==> src/rtl/uj_jtag_mux.sv <==
// UJTAG user-DR bridge: SELECT/COMMAND registers plus a registered TCK/TMS/TDI
// bit-sequencer that fans out to one of NUM_TGT target TAPs.
//
// state   | meaning
// S_IDLE  | no command running, selected TCK low
// S_SETUP | TMS/TDI for bit idx presented, TCK low
// S_PULSE | TCK high, target TDO captured on leaving
module uj_jtag_mux #(
  parameter logic [7:0] IR_CODE = 8'h55,
  parameter int         NUM_TGT = 2,
  parameter int         SEQ_LEN = 8
) (
  input  logic               UDRCK,
  input  logic               URSTB,
  input  logic [7:0]         UIREG,
  input  logic               UDRCAP,
  input  logic               UDRSH,
  input  logic               UDRUPD,
  input  logic               UTDI,
  output logic               UTDO,
  output logic               UTDODRV,
  input  logic [NUM_TGT-1:0] TGT_TDO,
  output logic [NUM_TGT-1:0] TGT_TCK,
  output logic [NUM_TGT-1:0] TGT_TMS,
  output logic [NUM_TGT-1:0] TGT_TDI,
  output logic [NUM_TGT-1:0] TGT_TRST,
  output logic               BUSY
);

  localparam int         CW       = 2*SEQ_LEN + 4;
  localparam logic [7:0] SEL_CODE = IR_CODE + 8'd1;
  localparam logic [3:0] MAX_CNT  = 4'(SEQ_LEN);

  typedef enum logic [1:0] {
    S_IDLE  = 2'd0,
    S_SETUP = 2'd1,
    S_PULSE = 2'd2
  } state_t;

  state_t r_state, w_state_nxt;

  logic [CW-1:0]      r_cmd_sr;
  logic [7:0]         r_sel_sr;
  logic [2:0]         r_sel;
  logic               r_trst;
  logic               r_overrun;
  logic [3:0]         r_count;
  logic [3:0]         r_idx;
  logic [SEQ_LEN-1:0] r_tms_v;
  logic [SEQ_LEN-1:0] r_tdi_v;
  logic [SEQ_LEN-1:0] r_tdo_cap;
  logic [NUM_TGT-1:0] r_tck;
  logic [NUM_TGT-1:0] r_tms;
  logic [NUM_TGT-1:0] r_tdi;

  logic               w_cmd_ir, w_sel_ir;
  logic               w_cmd_cap, w_cmd_sh, w_cmd_upd;
  logic               w_sel_cap, w_sel_sh, w_sel_upd;
  logic [3:0]         w_cnt_raw, w_cnt_clamp, w_idx_nxt;
  logic               w_start;
  logic [SEQ_LEN-1:0] w_tms_src, w_tdi_src;
  logic [2:0]         w_sel_nxt;
  logic               w_tck_nxt, w_tms_nxt, w_tdi_nxt;
  logic               w_tdo_sel;
  logic [CW-1:0]      w_cmd_capval;

  // Chain strobe decode; capture beats shift beats update if they ever overlap.
  assign w_cmd_ir  = (UIREG == IR_CODE);
  assign w_sel_ir  = (UIREG == SEL_CODE);
  assign w_cmd_cap = w_cmd_ir & UDRCAP;
  assign w_cmd_sh  = w_cmd_ir & UDRSH & ~UDRCAP;
  assign w_cmd_upd = w_cmd_ir & UDRUPD & ~UDRCAP & ~UDRSH;
  assign w_sel_cap = w_sel_ir & UDRCAP;
  assign w_sel_sh  = w_sel_ir & UDRSH & ~UDRCAP;
  assign w_sel_upd = w_sel_ir & UDRUPD & ~UDRCAP & ~UDRSH;

  assign UTDODRV  = w_cmd_ir | w_sel_ir;
  assign UTDO     = w_cmd_ir ? r_cmd_sr[0] : (w_sel_ir & r_sel_sr[0]);
  assign BUSY     = (r_state != S_IDLE);
  assign TGT_TCK  = r_tck;
  assign TGT_TMS  = r_tms;
  assign TGT_TDI  = r_tdi;
  assign TGT_TRST = {NUM_TGT{r_trst}};

  assign w_cnt_raw    = r_cmd_sr[3:0];
  assign w_cnt_clamp  = (w_cnt_raw > MAX_CNT) ? MAX_CNT : w_cnt_raw;
  assign w_start      = w_cmd_upd & ~BUSY & (w_cnt_raw != 4'd0);
  assign w_tms_src    = w_start ? r_cmd_sr[SEQ_LEN+3:4] : r_tms_v;
  assign w_tdi_src    = w_start ? r_cmd_sr[2*SEQ_LEN+3:SEQ_LEN+4] : r_tdi_v;
  assign w_sel_nxt    = (w_sel_upd & ~BUSY) ? r_sel_sr[2:0] : r_sel;
  assign w_cmd_capval = {{SEQ_LEN{1'b0}}, r_tdo_cap, 2'b00, r_overrun, BUSY};

  always_ff @(posedge UDRCK or negedge URSTB) begin
    if (!URSTB) begin
      r_state <= S_IDLE;
    end else begin
      r_state <= w_state_nxt;
    end
  end

  always_comb begin
    w_state_nxt = r_state;
    w_idx_nxt   = r_idx;
    case (r_state)
      S_IDLE: begin
        if (w_start) begin
          w_state_nxt = S_SETUP;
          w_idx_nxt   = 4'd0;
        end
      end
      S_SETUP: w_state_nxt = S_PULSE;
      S_PULSE: begin
        w_idx_nxt   = r_idx + 4'd1;
        w_state_nxt = (r_idx + 4'd1 == r_count) ? S_IDLE : S_SETUP;
      end
      default: w_state_nxt = S_IDLE;
    endcase
  end

  // Pin values are computed from the next state so the pins themselves are flops.
  always_comb begin
    w_tck_nxt = 1'b0;
    w_tms_nxt = 1'b1;
    w_tdi_nxt = 1'b0;
    if (w_state_nxt != S_IDLE) begin
      w_tck_nxt = (w_state_nxt == S_PULSE);
      for (int j = 0; j < SEQ_LEN; j++) begin
        if (w_idx_nxt == 4'(j)) begin
          w_tms_nxt = w_tms_src[j];
          w_tdi_nxt = w_tdi_src[j];
        end
      end
    end
  end

  always_comb begin
    w_tdo_sel = 1'b0;
    for (int k = 0; k < NUM_TGT; k++) begin
      if (r_sel == 3'(k)) w_tdo_sel = TGT_TDO[k];
    end
  end

  always_ff @(posedge UDRCK or negedge URSTB) begin
    if (!URSTB) begin
      r_tck <= '0;
      r_tms <= '1;
      r_tdi <= '0;
    end else begin
      for (int k = 0; k < NUM_TGT; k++) begin
        r_tck[k] <= (w_sel_nxt == 3'(k)) & w_tck_nxt;
        r_tms[k] <= (w_sel_nxt == 3'(k)) ? w_tms_nxt : 1'b1;
        r_tdi[k] <= (w_sel_nxt == 3'(k)) & w_tdi_nxt;
      end
    end
  end

  always_ff @(posedge UDRCK or negedge URSTB) begin
    if (!URSTB) begin
      r_count   <= '0;
      r_idx     <= '0;
      r_tms_v   <= '0;
      r_tdi_v   <= '0;
      r_tdo_cap <= '0;
    end else begin
      r_idx <= w_idx_nxt;
      if (w_start) begin
        r_count   <= w_cnt_clamp;
        r_tms_v   <= w_tms_src;
        r_tdi_v   <= w_tdi_src;
        r_tdo_cap <= '0;
      end else if (r_state == S_PULSE) begin
        for (int j = 0; j < SEQ_LEN; j++) begin
          if (r_idx == 4'(j)) r_tdo_cap[j] <= w_tdo_sel;
        end
      end
    end
  end

  always_ff @(posedge UDRCK or negedge URSTB) begin
    if (!URSTB) begin
      r_cmd_sr  <= '0;
      r_sel_sr  <= '0;
      r_sel     <= '0;
      r_trst    <= 1'b0;
      r_overrun <= 1'b0;
    end else begin
      if (w_cmd_cap) begin
        r_cmd_sr <= w_cmd_capval;
      end else if (w_cmd_sh) begin
        r_cmd_sr <= {UTDI, r_cmd_sr[CW-1:1]};
      end

      if (w_sel_cap) begin
        r_sel_sr <= {r_trst, 4'b0000, r_sel};
      end else if (w_sel_sh) begin
        r_sel_sr <= {UTDI, r_sel_sr[7:1]};
      end

      if (w_sel_upd & ~BUSY) begin
        r_sel  <= r_sel_sr[2:0];
        r_trst <= r_sel_sr[7];
      end

      // Sticky until read: any update that lands while busy is dropped.
      if (w_cmd_cap) begin
        r_overrun <= 1'b0;
      end else if ((w_cmd_upd | w_sel_upd) & BUSY) begin
        r_overrun <= 1'b1;
      end
    end
  end

endmodule

==> config.mk <==
export PLATFORM = sky130hd
export DESIGN_NAME = uj_jtag_mux
export DESIGN_NICKNAME = d
export VERILOG_FILES = /design/src/rtl/uj_jtag_mux.sv
export SDC_FILE = /design/constraint.sdc
export NUM_CORES = 1
export LEC_CHECK = 0
export ABC_AREA = 1
export CAP_MARGIN = 20
export CORE_MARGIN = 4
export CORE_UTILIZATION = 50
export CTS_BUF_LIST = sky130_fd_sc_hd__clkbuf_4
export DETAILED_ROUTE_END_ITERATION = 16
export PLACE_DENSITY = 0.66
export SYNTH_ARGS = -nofsm -noshare
export SYNTH_HDL_FRONTEND = slang
export SYNTH_SLANG_ARGS = --single-unit
export TNS_END_PERCENT = 30
==> constraint.sdc <==
create_clock -name UDRCK -period 3.01 [get_ports UDRCK]
set_input_delay 0.602 -clock UDRCK [delete_from_list [all_inputs] [get_ports UDRCK]]
set_output_delay 0.602 -clock UDRCK [all_outputs]
set_load 0.02 [all_outputs]
**Yosys cells after proc, flatten, opt, wreduce, memory -nomap -nowiden**

Index checks and enable logic that the tools add are counted.
Widths: inputs -> output; s select.

- Add/sub/neg operators: 1
- Multiply operators: 0
- Divide/modulo/power cells: 0
- Magnitude comparators: 1
- Equality and inequality tests: 22
- Shifts and indexed selects: 0
- Muxes and demuxes: 49
- Bitwise gates (word level): 26
- Reductions and logical operators: 28

Operators with widths:

| cell | count |
|---|---|
| $mux 8 | 6 |
| $mux 20 | 2 |
| $mux 1 | 35 |
| $eq 4x3->1 const B | 8 |
| $reduce_bool 2->1 | 14 |
| $and 1x1->1 | 21 |
| $eq 4x2->1 const B | 4 |
| $eq 8x7->1 const B | 2 |
| $reduce_and 2->1 | 8 |
| $eq 4x1->1 const B | 2 |
| $logic_not 4->1 | 2 |
| $mux 4 | 2 |
| $pmux 4 s2 | 1 |
| $eq 3x1->1 const B | 2 |
| $logic_not 3->1 | 2 |
| $pmux 2 s3 | 1 |
| $add 4x1->4 const B | 1 |
| $eq 2x2->1 const B | 2 |
| $eq 4x4->1 | 1 |
| $gt 4x4->1 const B | 1 |
| $reduce_bool 4->1 | 1 |
| $mux 3 | 1 |
| $not 1->1 | 3 |
| $eq 2x1->1 const B | 1 |
| other kinds (3) | 4 |

- Flip-flop bits (word level): 73
- Bits in latches: 0
- Bits in writable memories: 0
- ROM bits: 0
- Input port bits: 16
- Output and inout port bits: 11
- Logic and storage cells: 148
- Memories kept: 0

**Depth between registers and ports, before layout**

Gate-level depths: netlist of run 1.

- Depth after elaboration: 19
- Gate-level depth with buffers: 20
- Mapped depth without buffers: 19

**Worst setup path after synthesis of run 1**

No wires, ideal clock.

- Path type: in2reg
- Start: input port UDRCAP
- End: register r_tdi[1], in the netlist TGT_TDI[1]
- Setup time: 0.117 ns
- Arrival: 1.980 ns
- Data required time: 2.893 ns
- Slack: 0.913 ns
- Stages on the path: 16
- Path buffers: 2
- Cells stage by stage: buf_6 -> nor2_8 -> nand3_2 -> nor2_2 -> nand2_2 -> buf_6 -> nand2_8 -> nand2_8 -> a21oi_4 -> inv_1 -> nor2_2 -> inv_1 -> o21ai_1 -> inv_1 -> nand2_1 -> nor2_1

- Longest elaborated chain between the ends: 18
- Elaborated cells between the ends (all ways): 34
- Classes of those cells: 8 x eq/ne; 15 x mux; 9 x bitwise; 2 x reduce/logical

RTL lines:

| item | RTL line | text |
|---|---|---|
| from (decl) | 16 | `input logic UDRCAP,` |
| $not 1->1 * | 72 | `assign w_cmd_upd = w_cmd_ir & UDRUPD & ~UDRCAP & ~UDRSH;` |
| $and 1x1->1 * (2 in a row) | 72 |  |
| $and 1x1->1 * (2 in a row) | 87 | `assign w_start = w_cmd_upd & ~BUSY & (w_cnt_raw != 4'd0);` |
| $mux 4 * | 106 | `if (w_start) begin` |
| $pmux 4 s2 * | 104 | `case (r_state)` |
| net w_idx_nxt[3] | 59 | `logic [3:0] w_cnt_raw, w_cnt_clamp, w_idx_nxt;` |
| $logic_not 4->1 | 128 | `if (w_idx_nxt == 4'(j)) begin` |
| $mux 1 (7 in a row) | 128 |  |
| $mux 1 * | 128 |  |
| $mux 1 * | 125 | `if (w_state_nxt != S_IDLE) begin` |
| $and 1x1->1 * | 152 | `r_tdi[k] <= (w_sel_nxt == 3'(k)) & w_tdi_nxt;` |
| to (signal, indexed assignment) | 152 |  |
| to (decl) | 54 | `logic [NUM_TGT-1:0] r_tdi;` |

Mark *: on every way through the listed nets, which the timed path passes. The rest lies on a longest branch.
A chain may end at the register's enable or synchronous reset.

**Worst setup path in the final report of run 1**

- Start: input port UIREG[2]
- End: output port UTDODRV

- Longest elaborated chain between the ends: 2
- Elaborated cells between the ends (all ways): 3
- Classes of those cells: 2 x eq/ne; 1 x bitwise

RTL lines:

| item | RTL line | text |
|---|---|---|
| from (decl) | 15 | `input logic [7:0] UIREG,` |
| $eq 8x7->1 (on tied branches) | 68, 69 |  |
| $or 1x1->1 * | 77 | `assign UTDODRV = w_cmd_ir \| w_sel_ir;` |
| to (decl) | 21 | `output logic UTDODRV,` |

Mark *: on every way between the ends. The rest lies on a longest branch, timed or not.

==> results.toml, run 1 <==
[outcome]
status = "complete, no violations"

[critical_path]
reg2reg_setup_slack_ns = 0.62
cp-endpoint = "UTDODRV"
worstPathMaxFanout = 4
r2r_start = "r_idx[0]"
startpoint = "UIREG[2]"
r2r.worst_path.cells = 13
worstPathArrival_ns = 2.25
cp-start-kind = "input port"
r2r_end = "TGT_TDI[1]"
criticalPathCategory = "in2out"
required_ns = 2.41
crit_path_end_kind = "primary output"

[clock_network]
cts_tree = "built"
cts_max_path_buffers = 2
clock-root-buffer = "clkbuf_4"
clk_pin_slew_worst_paths_ns = 0.12
postCtsSetupBuffers = 0
cts_inserted_buffers = 9
cts_htree_levels = 3
clock-sinks = 73
clock_latency_ns = 0.41

[yosys]
syn_inst = 443
synth_area_mm2 = 0.00366
synth_warnings = 0
synth_nets = 463
syn_avg_cell_area_um2 = 8.26
ys.flop_type = "dfrtp_1"
async_reset_ff_frac = 1.00
ys_types = 38
synth-edff-count = 0
yosysSeqAreaShare = 0.500
synth-seq-cells = 73

[route]
wirelength_mm = 8.27
drcViolationCount = 0
wire_per_inst_um = 14.3
drtIter0Drc = 130
vias = 2922
firstDrtPassIters = 4
ant_nets = 0
vias_per_cell = 5.04

[timing]
fin_crit_ns = 2.85
finalHoldViolCount = 0
rsz0062_at_grt = "false"
setup_viol = 0
maxSlewViolCount = 0
tightest_slew_ns = 0.895
layout_worst_path_cycle_share = 0.947
slew-limit-headroom = 0.404
fin_skew_ns = 0.0209
setup_tns_ns = 0
max_freq_ghz = 0.351

[global_routing]
grt_pass1_wl_mm = 13.7
grt_max_degree = 74
antenna_found_initial = 0
gr-total-overflow = 0
grt_pass1_vias = 2732
gr-usage-all-layers = 0.206

[placed_design]
place.gp.congestion = 0.891
dp_hpwl_mm = 6.19
io_buffers = 26

[floorplan]
coreArea_mm2 = 0.00694
start_util = 0.527
rows = 30
dieHeight_um = 93.5
die_w_um = 93.5
pin_count = 27
dieArea_mm2 = 0.00875

[final_layout]
final_cell_mix = "nand2_1, dfrtp_1, inv_1, o21ai_0, nor2_1"
nNetsFinal = 499
fill_cells = 640
diodes = 0
area_growth_pct = 14.4
drive_gt1_frac = 0.101
layout_commonest_cell = "nand2_1"

[power]
power.leakage_uw = 0.00216
pwr-share-seq = 0.532
pwr-share-comb = 0.175
power.density_mw_per_mm2 = 481
ir_drop_mv = 0.292
total_power_uw = 2010
p_switching_uw = 597
clkPwrFrac = 0.293
p_int_uw = 1420
swShare = 0.297

[min_path]
hold_class = "in2async"

[run]
max_cap_viol_count = 0
## cells in the mapped netlist, drive strengths merged, types with 2 or more instances
master	count	share of area
clkbuf	4	0.0041
o221ai	3	0.0072
nor2	40	0.057
buf	9	0.019
nand3	27	0.038
nand4	3	0.0051
a21oi	14	0.023
o22ai	3	0.0051
nor3	3	0.0041
dfstp	2	0.014
nand2	116	0.14
dfrtp	71	0.49
ha	4	0.014
o21ai	59	0.081
o31ai	3	0.0062
xor2	2	0.0048
inv	70	0.072
nand3b	2	0.0041
## worst min path at each step
stage,endpoint,slack (ns)
3_5_place_dp,r_tdi_v[4],0.47
2_1_floorplan,TGT_TCK[0],0.31
5_1_grt,r_count[1],0.35
6_report,r_count[1],0.30
4_1_cts,r_count[1],0.32
3_3_place_gp,r_sel_sr[4],0.47
## power groups by stage
stage | Sequential, µW | Combinational [µW] | Clock (µW)
floorplan | 1070 | 252 | 0
global placement | 1090 | 344 | 0
detailed placement | 1090 | 352 | 0
CTS | 1070 | 354 | 605
global route | 1080 | 393 | 657
finish | 1070 | 352 | 590
## layer usage
metal / routed length, µm / GRT usage
met1: 4060 / 0.300
met2: 3720 / 0.304
met3: 319 / 0.0370
met4: 169 / 0.0806
met5: 0 / 0
## registers in the layout, summed over array words and instances (netlist names), 3 cells and up
name       count
r_idx          4
r_cmd_sr      20
r_tms_v        8
r_count        4
r_tdo_cap      8
r_sel_sr       8
r_tdi_v        8
r_sel          3
## metrics by stage
stage	util	cells	area, µm²	hold slack (ns)	setup WS, ns
2_1_floorplan	-	443	3660	0.306	0.913
3_3_place_gp	0.583	564	4050	0.466	0.0552
3_5_place_dp	0.583	564	4050	0.465	0.0678
4_1_cts	0.602	580	4180	0.322	0.0683
5_1_grt	0.603	580	4190	0.354	0.0277
6_report	0.603	580	4190	0.299	0.161
## cell type report
| type | count | area (µm²) | share of cell area |
|---|---|---|---|
| flip-flops and latches | 73 | 1830 | 0.437 |
| multi-input cells | 286 | 1480 | 0.352 |
| repair buffers | 38 | 363 | 0.0867 |
| inverters | 71 | 267 | 0.0637 |
| well taps | 96 | 120 | 0.0287 |
| clock buffers | 11 | 82.6 | 0.0197 |
| clock inverters | 5 | 48.8 | 0.0117 |
## logic make-up (layout without fill, tap and decap cells)
| logic type | Yosys count | in the layout | synth area share |
|---|---|---|---|
| xor+xnor | 2 | 2 | 0.00479 |
| simple gates | 194 | 194 | 0.250 |
| buf+inv | 84 | 125 | 0.0965 |
| compound gates | 86 | 86 | 0.134 |
| fa+ha+maj | 4 | 4 | 0.0137 |
| flops | 73 | 73 | 0.500 |
## critical path: stages
cell and delay, ns:
clkdlybuf4s50_1 0.45, inv_1 0.03, nor2_1 0.11, nand2_1 0.06, nor2_1 0.15, inv_1 0.13
nand2_1 0.10, clkdlybuf4s50_1 0.61
## what timing repair did
item	in CTS	in global routing
resized for setup	0	1
endpoints found under the hold margin	0	0
hold buffers	0	0
setup endpoints to repair	0	1
Power figures use the tool's default switching activity.
==> inputs of run 2 (changes only) <==
--- a/config.mk
+++ b/config.mk
@@ -13,3 +13,4 @@
 export DETAILED_ROUTE_END_ITERATION = 16
-export PLACE_DENSITY = 0.66
+export DONT_BUFFER_PORTS = 1
+export PLACE_DENSITY = 0.61
 export SYNTH_ARGS = -nofsm -noshare
--- a/constraint.sdc
+++ b/constraint.sdc
@@ -3,2 +3,2 @@
 set_output_delay 0.602 -clock UDRCK [all_outputs]
-set_load 0.02 [all_outputs]
+set_load 0.01 [all_outputs]
==> run 2 against run 1 <==
Compared with the run above:
- sequential power about the same
- critical path type is now reg2reg
- highest routed layer unchanged
- via count fell by 1.6%
- clock power increased by 33%
- wire length grew 3.2%
- fmax increased by 24%
==> results.toml, run 2 (same netlist as run 1, synthesis figures left out) <==
[timing]
fin_skew_ns = 0.0121
finalHoldViolCount = 0
maxSlewViolCount = 0
setup_tns_ns = 0
tightest_slew_ns = 0.470
slew-limit-headroom = 0.686
fin_crit_ns = 2.30
rsz0062_at_grt = "false"
layout_worst_path_cycle_share = 0.764
setup_viol = 0
max_freq_ghz = 0.435

[route]
vias = 2876
vias_per_cell = 5.21
wirelength_mm = 8.54
drcViolationCount = 0
wire_per_inst_um = 15.5
drtIter0Drc = 195
firstDrtPassIters = 5
ant_nets = 0

[clock_network]
cts-resized-gates = 0
clock-root-buffer = "clkbuf_4"
clk_pin_slew_worst_paths_ns = 0.13
cts_tree = "built"
cts_inserted_buffers = 9
clock_latency_ns = 0.41
postCtsSetupBuffers = 0
cts_htree_levels = 3
clock-sinks = 73
cts_max_path_buffers = 2

[global_routing]
grt_max_degree = 72
gr-total-overflow = 0
grt_pass1_wl_mm = 14.0
antenna_found_initial = 1
gr-usage-all-layers = 0.209
grt_pass1_vias = 2651

[critical_path]
criticalPathCategory = "reg2reg"
cp_slowest_stage_delay_ns = 0.51
crit_top_cell = "nand2_1"
crit_chain = "nor2_4 > nand3_2 > nor2_2 > nand2_2 > buf_12 > nand2_8 > nand2_8 > a21oi_4 > nand2_2 > inv_1 > nand3_1 > nand2_1 > nand2_1 > nand2_1 > nand2_1 > nand2_1 > nor2_1"
worstPathMaxFanout = 37
worstPathArrival_ns = 2.60
cp-start-kind = "register"
crit_path_end_kind = "register"
required_ns = 3.31
cpMaxStageDelayCell = "dfrtp_1"

[floorplan]
dieArea_mm2 = 0.00875
coreArea_mm2 = 0.00694
pin_count = 27
dieHeight_um = 93.5
die_w_um = 93.5
rows = 30
start_util = 0.527

[min_path]
hold_class = "in2async"

[power]
power.density_mw_per_mm2 = 549
power.leakage_uw = 0.00207
ir_drop_mv = 0.293

[placed_design]
io_buffers = 0
place_area_mm2 = 0.00376
dp_hpwl_mm = 6.09
place.gp.congestion = 0.911

[final_layout]
fin_area_mm2 = 0.00398
layout_commonest_cell = "nand2_1"
area_growth_pct = 8.86
largest_reg_flops = 20
largest-register = "r_cmd_sr"
nNetsFinal = 470
final_cell_mix = "nand2_1, dfrtp_1, inv_1, o21ai_0, nor2_1"
drive_gt1_frac = 0.103

[outcome]
status = "complete, no violations"

[run]
max_cap_viol_count = 0
-- run 2: cell count changes in the layout (fill, tap and decap cells not counted), sizes merged --
cell,before,now
dlymetal6s2s,1,0
clkdlybuf4s50,24,0
clkinvlp,1,0
buf,13,8
bufinv,1,3
clkbuf,11,9
diode,0,1
inv,70,71
dlygate4sd3,0,1
-- run 2: timing repair --
item / in CTS / in global routing
hold endpoints to repair: 71 / 0
setup endpoints to repair: 0 / 0
hold buffers: 2 / 0
-- run 2: area by class of cell --
type                    count  area (µm²)
clock buffers               9        67.6
fillers                   640        2960
diodes                      1        2.50
flip-flops and latches     73        1830
well taps                  96         120
repair buffers              9         103
clock inverters             7         118
multi-input cells         286        1480
inverters                  71         267
-- run 2: through the flow --
stage / utilization / hold WS (ns) / setup WS (ns) / cells / total power (µW)
after floorplan: - / 0.306 / 0.913 / 443 / 1320
after global placement: 0.541 / 0.308 / 0.680 / 533 / 1390
after global routing: 0.573 / 0.0495 / 0.463 / 552 / 2300
final: 0.573 / 0.0531 / 0.710 / 552 / 2190
after CTS: 0.573 / 0.0618 / 0.703 / 551 / 2200
after detailed placement: 0.541 / 0.308 / 0.677 / 533 / 1390
-- run 2: worst paths after layout --
check	from	endpoint	slack (ns)	cells past startpoint
hold / removal	URSTB	r_count[1]	0.05	1
min in group UDRCK	UDRCAP	r_cmd_sr[17]	0.28	1
max in group asynchronous	URSTB	TGT_TMS[0]	2.41	1
setup / recovery	r_state[0]	TGT_TDI[1]	0.71	17
setup reg to reg	r_state[0]	TGT_TDI[1]	0.71	17
hold reg to reg	r_tdi_v[4]	r_tdi_v[4]	0.50	2
-- run 2: routing by layer --
| layer | vias to the layer above | part of all wire | global-route usage |
|---|---|---|---|
| met4 | 0 | 0.012 | 0.0574 |
| met5 | - | 0 | 0 |
| li1 | 1425 | - | - |
| met1 | 1364 | 0.49 | 0.314 |
| met2 | 79 | 0.45 | 0.304 |
| met3 | 8 | 0.050 | 0.0418 |
-- run 2: worst max-delay path, delay by kind of cell (launching register included) --
family | cells | cell delay, ns
buffers and inverters | 2 | 0.26
DFF | 1 | 0.51
and+or+nand+nor | 14 | 1.19
AOI/OAI and AO/OA | 1 | 0.20
-- run 2: power breakdown --
| group | switching [µW] | internal, µW | leakage, µW |
|---|---|---|---|
| registers | 40.3 | 1030 | 0.000883 |
| logic | 224 | 103 | 0.00109 |
| clock network | 364 | 422 | 0.000100 |
